**config.mk**
```make
export PLATFORM = sky130hd
export DESIGN_NAME = mpsoc_wb_spram_arbiter
export DESIGN_NICKNAME = d
export VERILOG_FILES = /design/src/rtl/mpsoc_wb_spram_arbiter.sv
export SDC_FILE = /design/constraint.sdc
export NUM_CORES = 1
export LEC_CHECK = 0
export CORE_MARGIN = 2
export CORE_UTILIZATION = 26
export DETAILED_ROUTE_END_ITERATION = 8
export PLACE_DENSITY_LB_ADDON = 0.3
export SYNTH_ARGS = -nofsm -noshare
export SYNTH_HDL_FRONTEND = slang
export SYNTH_SLANG_ARGS = --single-unit
```
**constraint.sdc**
```tcl
create_clock -name wb_clk_i -period 2.09 [get_ports wb_clk_i]
set_input_delay 0.209 -clock wb_clk_i [delete_from_list [all_inputs] [get_ports wb_clk_i]]
set_output_delay 0.209 -clock wb_clk_i [all_outputs]
set_load 0.05 [all_outputs]
```
**src/rtl/mpsoc_wb_spram_arbiter.sv**
```systemverilog
// Two-master Wishbone arbiter for a shared single-port RAM: round-robin on ties, bursts never split.
// Grant takes one cycle; slave signals are muxed combinationally and a watchdog errors out stalled strobes.
module mpsoc_wb_spram_arbiter #(
  parameter int AW      = 8,
  parameter int DW      = 32,
  parameter int TIMEOUT = 255
) (
  input  logic            wb_clk_i,
  input  logic            wb_rst_ni,
  input  logic [2*AW-1:0] m_adr_i,
  input  logic [2*DW-1:0] m_dat_i,
  input  logic [7:0]      m_sel_i,
  input  logic [1:0]      m_we_i,
  input  logic [1:0]      m_cyc_i,
  input  logic [1:0]      m_stb_i,
  input  logic [3:0]      m_bte_i,
  input  logic [5:0]      m_cti_i,
  output logic [1:0]      m_ack_o,
  output logic [1:0]      m_err_o,
  output logic [DW-1:0]   m_dat_o,
  output logic [AW-1:0]   s_adr_o,
  output logic [DW-1:0]   s_dat_o,
  output logic [3:0]      s_sel_o,
  output logic            s_we_o,
  output logic [1:0]      s_bte_o,
  output logic [2:0]      s_cti_o,
  output logic            s_cyc_o,
  output logic            s_stb_o,
  input  logic            s_ack_i,
  input  logic            s_err_i,
  input  logic [DW-1:0]   s_dat_i,
  output logic [1:0]      gnt_o
);

  localparam logic [1:0]  IDLE    = 2'd0;
  localparam logic [1:0]  GNT0    = 2'd1;
  localparam logic [1:0]  GNT1    = 2'd2;
  localparam logic [15:0] WD_LAST = 16'(TIMEOUT - 1);

  logic [1:0]  state_q, state_d;
  logic        last_q, last_d;
  logic [15:0] wd_q, wd_d;
  logic        granted;
  logic        idx;
  logic        timeout;

  assign granted = (state_q == GNT0) || (state_q == GNT1);
  assign idx     = (state_q == GNT1);

  always_comb begin
    state_d = state_q;
    last_d  = last_q;
    case (state_q)
      IDLE: begin
        if (m_cyc_i == 2'b01)      state_d = GNT0;
        else if (m_cyc_i == 2'b10) state_d = GNT1;
        else if (m_cyc_i == 2'b11) state_d = last_q ? GNT0 : GNT1;
        if (state_d == GNT0)      last_d = 1'b0;
        else if (state_d == GNT1) last_d = 1'b1;
      end
      GNT0:    if (!m_cyc_i[0]) state_d = IDLE;
      GNT1:    if (!m_cyc_i[1]) state_d = IDLE;
      default: state_d = IDLE;
    endcase
  end

  // Timeout is decided from the counter and the master strobe only, so a slave whose
  // ack depends combinationally on s_stb_o cannot form a loop through it.
  assign timeout = granted && m_stb_i[idx] && (wd_q == WD_LAST);

  assign s_adr_o = idx ? m_adr_i[2*AW-1:AW] : m_adr_i[AW-1:0];
  assign s_dat_o = idx ? m_dat_i[2*DW-1:DW] : m_dat_i[DW-1:0];
  assign s_sel_o = idx ? m_sel_i[7:4]       : m_sel_i[3:0];
  assign s_bte_o = idx ? m_bte_i[3:2]       : m_bte_i[1:0];
  assign s_cti_o = idx ? m_cti_i[5:3]       : m_cti_i[2:0];
  assign s_we_o  = granted && m_we_i[idx];
  assign s_cyc_o = granted && m_cyc_i[idx];
  assign s_stb_o = granted && m_stb_i[idx] && !timeout;

  assign m_dat_o = s_dat_i;
  assign gnt_o   = {state_q == GNT1, state_q == GNT0};
  assign m_ack_o = {(state_q == GNT1) && s_ack_i, (state_q == GNT0) && s_ack_i};
  assign m_err_o = {(state_q == GNT1) && (s_err_i || timeout),
                    (state_q == GNT0) && (s_err_i || timeout)};

  always_comb begin
    wd_d = wd_q;
    if (!granted || (state_d == IDLE) || timeout || s_ack_i || s_err_i) wd_d = 16'd0;
    else if (s_stb_o)                                                   wd_d = wd_q + 16'd1;
  end

  always_ff @(posedge wb_clk_i) begin
    if (!wb_rst_ni) begin
      state_q <= IDLE;
      last_q  <= 1'b1;
      wd_q    <= 16'd0;
    end else begin
      state_q <= state_d;
      last_q  <= last_d;
      wd_q    <= wd_d;
    end
  end

endmodule
```
=== Word level (Yosys, flattened, before mapping) ===
Cells that the tools add are included.

* Mux-type cells: 21
* Add/sub/neg operators: 1
* Bitwise operators: 1
* $lt $le $gt $ge: 1
* Reduce and logical (&&, ||, !) cells: 22
* Shifts and indexed selects: 0
* Multipliers: 0
* Equal/unequal tests: 8
* Div/mod/pow operators: 0

{| class="wikitable"
|+ Operators with widths
! operator !! count
|-
| 2-to-1 mux 32 bit || 1
|-
| adder 16 x 1 -> 16 bit (second input constant) || 1
|-
| == test 16 x 8 -> 1 bit (second input constant) || 1
|-
| 2-to-1 mux 2 bit || 8
|-
| logical AND 1 bit || 9
|-
| == test 2 bit (second input constant) || 4
|-
| 2-to-1 mux 1 bit || 8
|-
| 2-to-1 mux 8 bit || 1
|-
| == test 2 x 1 -> 1 bit (second input constant) || 3
|-
| logical OR 1 bit || 6
|-
| case mux 2 bit (3 select lines) || 1
|-
| zero test 2 bit || 2
|-
| 2-to-1 mux 4 bit || 1
|-
| 2-to-1 mux 3 bit || 1
|-
| zero test 1 bit || 2
|-
| less-than comparator 1 x 2 -> 1 bit (second input constant) || 1
|-
| AND reduction 2 bit || 1
|-
| nonzero test 2 bit || 1
|-
| OR reduction 2 bit || 1
|-
| NOT 1 bit || 1
|}

* Memory bits (read-only): 0
* Bits in latches: 0
* RAM bits: 0
* Word-level logic and storage cells: 57
* Register bits after elaboration: 19
* Output and inout bits: 90
* Bits of input ports: 140
* Memories kept: 0

=== Depth between registers and ports, before layout ===
Gate-level depths: netlist of run 1.

* Word-level depth: 12
* Gate-level depth with buffers: 8

=== Worst setup path after synthesis of run 1 ===
No wires, ideal clock.

* Path type: register to output
* Start point: register state_q[0]
* End point: output port s_stb_o
* Stages on the path, launching flop included: 8
* Buffers on the path: 2
* Arrival time: 2.048 ns
* Path slack: -0.167 ns
* Required time: 1.881 ns
* Path through: dfxtp_1 > inv_1 > ha_1 > buf_4 > mux2i_2 > nand2b_1 > clkbuf_1 > nor2_1

* Longest elaborated chain between the ends: 7
* Elaborated cells between the ends (all ways): 9
* Those cells by class: eq/ne (2); mux (2); reduce/logical (5)

{| class="wikitable"
|+ Ends and longest elaborated chain
! element !! RTL line !! source
|-
| from (decl) || 40 || <nowiki>logic [1:0] state_q, state_d;</nowiki>
|-
| from (signal assigned) || 98 || <nowiki>state_q <= state_d;</nowiki>
|-
| == test 2 bit (*) || 48 || <nowiki>assign idx = (state_q == GNT1);</nowiki>
|-
| named net idx || 44 || <nowiki>logic idx;</nowiki>
|-
| 2-to-1 mux 1 bit (not written as such) (2 in a row) || 69, 78 ||
|-
| logical AND 1 bit (*) || 69, 78 ||
|-
| logical AND 1 bit || 69 || <nowiki>assign timeout = granted && m_stb_i[idx] && (wd_q == WD_LAST);</nowiki>
|-
| zero test 1 bit || 78 || <nowiki>assign s_stb_o = granted && m_stb_i[idx] && !timeout;</nowiki>
|-
| logical AND 1 bit (*) || 78 ||
|-
| to (decl) || 28 || <nowiki>output logic s_stb_o,</nowiki>
|}

The timed path passes the listed nets; every way through them passes the cells marked *. The select of a mux whose other input is x is not followed.

=== Worst setup path in the final report of run 1 ===
* Start point: register wd_q[14]
* End point: output port m_err_o[1]

* Longest elaborated chain between the ends: 4

{| class="wikitable"
|+ Ends and longest elaborated chain
! element !! RTL line !! source
|-
| from (decl) || 42 || <nowiki>logic [15:0] wd_q, wd_d;</nowiki>
|-
| from (signal assigned) || 100 || <nowiki>wd_q <= wd_d;</nowiki>
|-
| == test 16 x 8 -> 1 bit || 69 ||
|-
| logical AND 1 bit || 69 ||
|-
| logical OR 1 bit || 83 || <nowiki>assign m_err_o = {(state_q == GNT1) && (s_err_i || timeout),</nowiki>
|-
| logical AND 1 bit || 83 ||
|-
| to (decl) || 19 || <nowiki>output logic [1:0] m_err_o,</nowiki>
|}

Every way passes these cells.

==> impl_metrics.ini, run 1 <==
[status]
status = complete, but fails checks
failed_checks = negative setup slack

[drt]
drc = 0
dr.pass1.iters = 4
drt_iter0_markers = 74
postRouteAntennaNets = 0
via_per_inst = 4.85
vias = 2345
wl_per_cell_um = 16.9
finalWirelength_mm = 8.18

[synth]
synth_commonest_cells = 49 x mux2_2, 34 x buf_4, 19 x dfxtp_1, 15 x a21oi_1
synth_area_leaders = mux2_2 27%, dfxtp_1 18%, buf_4 12%
postSynthCellCount = 233
yosys.area.top_type = mux2_2
ys.flop_type = dfxtp_1
yosys_warnings = 0
synth_top_area_share = 0.268
yosysMostFrequentCell = mux2_2
syn_area_um2 = 2060
synth-async-reset-ratio = 0
syn_area_per_cell_um2 = 8.83
ys_ff_latch = 19
ys_seq_area_frac = 0.185
ys_types = 45
synth_nets = 380
synth_edf_count = 0

[run]
maxCapViolCount = 0

[power]
p_total_uw = 2030
peakVddDrop_mv = 0.259
powerDensity_nw_per_um2 = 535
p_leak_uw = 0.00140

[global_route]
antenna_found_initial = 1
grt_max_degree = 56
gr-total-overflow = 0
grt_use_total = 0.177
first_global_vias = 2319
grt_pass1_wl_mm = 12.0

[critical_path]
crit_buf_inv = 1
worstPathRequired_ns = 1.88
cp_max_fo = 4
startpoint_type = register
critPathKind = reg2out
cp_top_family = simple AND/OR/NAND/NOR gates
arrival_ns = 1.96
cpPeakStageDelay_ns = 0.56
critPathSlowestCell = or4b_4
crit_chain = or4b_4 -> nor4_4 -> a21oi_2 -> nor2b_1 -> buf_6
cp-end-kind = output pin

[timing]
hold_viol = 0
maxSlewViolCount = 0
fin_ws_ns = -0.0759
period_share = 1.04
rsz0062_at_grt = yes
period_needed_ns = 2.17
setup_viol = 3
fin_skew_ns = 0.00348
relSlewSlack = 0.782
worstMarginPinSlew_ns = 0.324
clock.fmax_mhz = 462

[die]
die-area_um2 = 8640
core_um2 = 7690
dieHeight_um = 92.9
start_util = 0.268
die_x_um = 92.9
pin_count = 230
rows = 32

[finish]
fin_util = 0.493
nFillCells = 757
area_growth_pct = 84.2
antenna_cells = 0
final-instance-count-excl-fill = 484
drive_gt1_frac = 0.427
nNetsFinal = 530

[place]
pre_cts_slack_ns = -0.0628
placed_cells = 473
portBuffers = 165
gp_congestion = 0.842
hpwl_mm = 6.71

[clock_network]
cts_tree = built
root_buffer = clkbuf_8
clk_latency_ns = 0.26
numCtsBuffers = 3
hold_buffers = 0
clk_path_buf_depth = 2
clk_pin_slew_ns = 0.08
clock_sinks = 19
htreeDepth = 1

[min_path]
hold_class = in2out
-- final timing paths --
| check | startpoint | to | slack, ns | cells past startpoint |
|---|---|---|---|---|
| worst max-delay path | wd_q[14] | m_err_o[1] | -0.08 | 5 |
| worst min-delay path | s_dat_i[14] | m_dat_o[14] | 0.42 | 0 |
| worst max register to register | state_q[0] | wd_q[8] | 0.05 | 7 |
| worst min register to register | wd_q[14] | wd_q[14] | 0.50 | 2 |
-- power breakdown --
part	leakage, uW	internal, uW	switching (uW)
Combinational	0.00122	612	762
Clock	0.0000228	136	131
Sequential	0.000157	375	10.3
Total	0.00140	1120	903
-- layout make-up --
type	instances	area, um2	share of cell area
clock buffer	4	45.0	0.0119
multi-input combinational	166	1450	0.382
timing repair buffer	187	1760	0.464
tap	102	128	0.0337
sequential	19	390	0.103
inverter	6	22.5	0.00594
-- cell usage in the layout, fill, tap and decap left out, drive strengths merged, types with 6 or more instances in the layout --
cell type,instances
a21oi,15
buf,80
clkdlybuf4s50,107
dfxtp,19
ha,7
inv,6
mux2,49
nand2,9
nand3,7
nor2,9
o21ai,8
or3,7
or4,7
-- what timing repair did --
item	4_1_cts	5_1_grt
buffers inserted	5	1
pin swaps	6	3
endpoints found under the setup margin	19	52
gates resized for setup	7	17
cloned	0	1
hold endpoints to repair	0	0
-- registers in the layout, indices dropped and copies added, names as in the netlist --
name	count
state_q	2
last_q	1
wd_q	16
-- logic make-up (layout without fill, tap and decap cells) --
family,Yosys count,after routing,synth area share
AO/OA/AOI/OAI,36,37,0.109
XOR/XNOR,1,1,0.00426
adder cells (fa/ha/maj),7,7,0.0426
buffers and inverters,49,197,0.156
flip-flops,19,19,0.185
multiplexers,52,52,0.285
AND/OR/NAND/NOR,69,69,0.219
-- through the flow --
stage | instance area, um2 | hold slack [ns] | TNS (ns)
finish | 3790 | 0.418 | -0.155
CTS | 3690 | 0.418 | -0.168
global route | 3790 | 0.418 | -1.08
floorplan | 2060 | 0.298 | -0.331
detailed placement | 3580 | 0.418 | -0.144
global placement | 3580 | 0.418 | -0.0642
-- per-layer routing --
| metal | vias to the layer above | track usage | share of wire |
|---|---|---|---|
| met3 | 4 | 0.0732 | 0.10 |
| met5 | - | 0 | 0.0015 |
| met4 | 2 | 0.0123 | 0.0013 |
| met2 | 116 | 0.296 | 0.49 |
| met1 | 1095 | 0.221 | 0.41 |
| li1 | 1128 | - | - |
Power figures use the tool's default switching activity.
==> run 2: changes to the inputs <==
==> constraint.sdc (replaced) <==
create_clock -name wb_clk_i -period 1.9 [get_ports wb_clk_i]
set_input_delay 0.19 -clock wb_clk_i [delete_from_list [all_inputs] [get_ports wb_clk_i]]
set_output_delay 0.19 -clock wb_clk_i [all_outputs]
set_load 0.05 [all_outputs]
==> run 2 against run 1 <==
Effect of this change: clock power is 9.8% higher; hold slack got worse by 0.038 ns; utilization grew 12 points; sequential share of layout area shrank 1.9 points; the flow still finishes with violations (negative setup slack); largest cell class unchanged; non-clock buffer count rose by 16; final area rose by 25%; power grew 35%; critical path type unchanged; cell count increased by 3.1%; critical path depth grew 1; largest power group unchanged.
==> impl_metrics.ini, run 2 (synthesized netlist as in run 1, its figures left out) <==
[status]
status = complete, but fails checks
failed_checks = negative setup slack

[critical_path]
arrival_ns = 1.94
ff2ff_setup_slack_ns = -0.10
cp_max_fo = 3
worstPathRequired_ns = 1.71
critPathKind = reg2out
cp-end-kind = output pin
startpoint_type = register
r2r.worst_path.cells = 8

[timing]
fin_skew_ns = 0.00112
rsz0062_at_grt = yes
maxSlewViolCount = 0
worst_hold_slack_ns = 0.380
hold_viol = 0
fin_ws_ns = -0.230
worstMarginPinSlew_ns = 0.394
period_needed_ns = 2.13
period_share = 1.12
setup_viol = 12
clock.fmax_mhz = 469
relSlewSlack = 0.736

[finish]
fin_area_um2 = 4720
mostFrequentLayoutCell = clkdlybuf4s50_1
reg_top3 = wd_q (16), state_q (2), last_q (1)
largest_register_ff_count = 16
antenna_cells = 0
regMostFlops = wd_q
nNetsFinal = 545
fin_util = 0.614
area_growth_pct = 130
drive_gt1_frac = 0.484
layout_common_cells = 107 x clkdlybuf4s50_1, 50 x buf_12, 33 x buf_4

[power]
p_leak_uw = 0.00179
power.switching_uw = 1110
p_total_uw = 2730
power_frac_clock = 0.107
powerDensity_nw_per_um2 = 577
peakVddDrop_mv = 0.336
swShare = 0.406
seq_power_share = 0.157
power_frac_comb = 0.736
p_int_uw = 1620

[place]
post_dp_cell_area_um2 = 4280
portBuffers = 165
hpwl_mm = 7.00
gp_congestion = 0.890
pre_cts_slack_ns = -0.0345

[global_route]
first_global_vias = 2429
antenna_found_initial = 0
grt_use_total = 0.195
grt_max_degree = 17
grt_pass1_wl_mm = 13.3
gr-total-overflow = 0

[drt]
drt_iter0_markers = 71
wl_per_cell_um = 19.0
postRouteAntennaNets = 0
dr.pass1.iters = 5
drc = 0
via_per_inst = 4.86
finalWirelength_mm = 9.47
vias = 2423

[die]
dieHeight_um = 92.9
die_x_um = 92.9
core_um2 = 7690
rows = 32
pin_count = 230
die-area_um2 = 8640
start_util = 0.268

[clock_network]
clk_path_buf_depth = 2
clock_sinks = 19
numCtsBuffers = 3
clk_pin_slew_ns = 0.07
root_buffer = clkbuf_8
cts_tree = built
hold_buffers = 0
clk_latency_ns = 0.26
htreeDepth = 1

[run]
maxCapViolCount = 0

[min_path]
hold_depth = 0
hold_class = in2out
==> run 2: cell count changes in the layout (fill, tap and decap cells not counted), moves of 3 or more <==
| cell | previous run | this run |
|---|---|---|
| buf_12 | 4 | 50 |
| buf_4 | 71 | 33 |
| mux2_2 | 49 | 28 |
| mux2_4 | 0 | 21 |
| a21oi_1 | 14 | 9 |
| a21oi_2 | 1 | 5 |
| buf_6 | 4 | 7 |
==> run 2: stage by stage <==
step / instances / setup TNS [ns]
after floorplan: 233 / 0
after global placement: 484 / 0
after detailed placement: 484 / -0.0929
after CTS: 493 / -0.582
after global routing: 499 / -2.55
final: 499 / -1.28
==> run 2: path summary, 6_finish.rpt <==
path / startpoint / to
worst min-delay path: s_dat_i[19] / m_dat_o[19]
worst max register to register: wd_q[13] / wd_q[3]
worst max-delay path: wd_q[13] / s_stb_o
worst min register to register: wd_q[15] / wd_q[15]
==> run 2: repair_timing <==
item | 4_1_cts | 5_1_grt
buffers inserted | 3 | 5
pin swaps | 5 | 6
gates resized for setup | 26 | 42
gates cloned | 2 | 2
setup endpoints to repair | 46 | 42
==> run 2: power by group through the flow <==
stage               clock network (uW)  registers (uW)  logic, uW
CTS                                299             428       1930
floorplan                            0             434       1100
detailed placement                   0             434       1840
global placement                     0             433       1820
global route                       316             429       2080
finish                             292             427       2010
==> run 2: cell type report <==
| cell class | count | area (um2) |
|---|---|---|
| inverters | 6 | 27.5 |
| flip-flops and latches | 19 | 395 |
| well taps | 102 | 128 |
| multi-input cells | 165 | 1590 |
| repair buffers | 203 | 2530 |
| fillers | 622 | 2970 |
| clock buffers | 4 | 45.0 |
==> run 2: metal layers <==
layer,part of all wire,GRT usage,vias to the layer above
met5,0,0,-
met1,0.38,0.217,1150
met4,0.0076,0.0282,0
met3,0.082,0.0480,9
met2,0.53,0.379,113
li1,-,-,1151
==> run 2: critical path, cell delays in order (launching register included) <==
cell	delay, ns
dfxtp_4	0.35
or4b_4	0.53
buf_4	0.16
nor4_4	0.29
buf_6	0.17
nor2_2	0.04
buf_6	0.14
==> run 3: changes to the inputs <==
--- a/config.mk
+++ b/config.mk
@@ -8,7 +8,8 @@
 export CORE_MARGIN = 2
 export CORE_UTILIZATION = 26
 export DETAILED_ROUTE_END_ITERATION = 8
-export PLACE_DENSITY_LB_ADDON = 0.3
+export HOLD_SLACK_MARGIN = 0.03
+export PLACE_DENSITY = 0.83
 export SYNTH_ARGS = -nofsm -noshare
 export SYNTH_HDL_FRONTEND = slang
 export SYNTH_SLANG_ARGS = --single-unit
==> run 3 against run 2 <==
Effect of this change: the run still ends with negative setup slack left; via count up 3.0%; wire length up 6.2%; die area unchanged; worst setup slack worse by 0.015 ns; first-iteration DRC count up 44%; critical path type unchanged.
==> impl_metrics.ini, run 3 (synthesized netlist as in run 1, its figures left out) <==
[timing]
fin_skew_ns = 0.00577
worstMarginPinSlew_ns = 0.343
rsz0062_at_grt = yes
relSlewSlack = 0.769
tns_ns = -1.76
setup_viol = 15
worst_hold_slack_ns = 0.380
period_share = 1.13
hold_viol = 0
fin_ws_ns = -0.245
clock.fmax_mhz = 466
maxSlewViolCount = 0
period_needed_ns = 2.15

[drt]
finalWirelength_mm = 10.1
vias = 2495
dr.pass1.iters = 4
via_per_inst = 4.91
postRouteAntennaNets = 0
drc = 0
drt_iter0_markers = 102
wl_per_cell_um = 19.8

[power]
power_frac_comb = 0.736
p_leak_uw = 0.00181
peakVddDrop_mv = 0.181
p_int_uw = 1600
power_frac_clock = 0.106
seq_power_share = 0.158
powerDensity_nw_per_um2 = 579
swShare = 0.410
power.switching_uw = 1110

[critical_path]
critPathKind = reg2out
cp-end-kind = output pin
arrival_ns = 1.96
reg2reg_from = wd_q[14]
cpPeakStageDelay_ns = 0.55
regToRegEndpoint = wd_q[4]
ff2ff_setup_slack_ns = -0.17
cp_max_fo = 2
critPathSlowestCell = or4b_4
cp_num_cells = 6
crit_chain = or4b_4 -> nor4_4 -> a21oi_2 -> buf_4 -> nor2b_4 -> buf_8
crit_buf_inv = 2
crit_start = wd_q[14]
worstPathRequired_ns = 1.71
crit_end = m_err_o[1]
startpoint_type = register
r2r.worst_path.cells = 8
cp_top_family = simple AND/OR/NAND/NOR gates

[global_route]
grt_use_total = 0.198
gr-total-overflow = 0
first_global_vias = 2508
grt_max_degree = 19
grt_pass1_wl_mm = 13.4
antenna_found_initial = 0

[place]
hpwl_mm = 7.25
placed_cells = 480
gp_congestion = 0.971
pre_cts_slack_ns = -0.0887
portBuffers = 165

[clock_network]
root_buffer = clkbuf_8
clock_sinks = 19
numCtsBuffers = 3
clk_latency_ns = 0.26
htreeDepth = 1
clk_path_buf_depth = 2
cts_tree = built
clk_pin_slew_ns = 0.07

[finish]
largest_register_ff_count = 16
reg_top3 = wd_q (16), state_q (2), last_q (1)
layout_common_cells = 107 x clkdlybuf4s50_1, 47 x buf_4, 43 x buf_12
regMostFlops = wd_q
nNetsFinal = 554
final-instance-count-excl-fill = 508
antenna_cells = 0
area_growth_pct = 128
nFillCells = 592
drive_gt1_frac = 0.495
mostFrequentLayoutCell = clkdlybuf4s50_1

[die]
pin_count = 230
start_util = 0.268
rows = 32
core_um2 = 7690
dieHeight_um = 92.9
die_x_um = 92.9
die-area_um2 = 8640

[run]
maxCapViolCount = 0

[status]
status = complete, but fails checks
failed_checks = negative setup slack

[min_path]
hold_depth = 0
hold_class = in2out
==> run 3: power groups by stage <==
stage               sequential [uW]  clock, uW  combinational [uW]
CTS                             427        293                1860
global placement                433          0                1740
floorplan                       434          0                1100
finish                          428        288                2000
global route                    429        312                2060
detailed placement              434          0                1760
==> run 3: worst min path at each step <==
stage	end	from
floorplan	last_q	wb_rst_ni
global placement	m_dat_o[20]	s_dat_i[20]
detailed placement	m_dat_o[20]	s_dat_i[20]
CTS	m_dat_o[20]	s_dat_i[20]
global route	m_dat_o[19]	s_dat_i[19]
finish	m_dat_o[11]	s_dat_i[11]
==> run 3: timing repair <==
item                                    4_1_cts  5_1_grt
endpoints found under the setup margin       58       68
resized for setup                            21       45
setup buffers                                11       10
gates cloned                                  1        2
pin swaps                                    10        9
hold buffers                                  0        0
==> run 3: through the flow <==
step | utilization | total power (uW) | cell area, um2
final | 0.610 | 2710 | 4690
after global routing | 0.610 | 2800 | 4690
after CTS | 0.573 | 2580 | 4410
after detailed placement | 0.541 | 2190 | 4160
after global placement | 0.541 | 2170 | 4160
after floorplan | - | 1530 | 2160
==> run 3: cell type report <==
type,instances,area [um2],share of cell area
Timing Repair Buffer,212,2500,0.534
Multi-Input combinational cell,165,1590,0.340
Sequential cell,19,392,0.0835
Tap cell,102,128,0.0272
Clock buffer,4,45.0,0.00961
Inverter,6,27.5,0.00587
==> run 3: metal layers <==
metal	part of all wire	vias up	global-route usage	routed length (um)
met3	0.080	17	0.0529	800
met5	0	-	0	0
met2	0.52	120	0.373	5230
met4	0.015	0	0.0380	153
met1	0.38	1189	0.223	3870
li1	-	1169	-	-
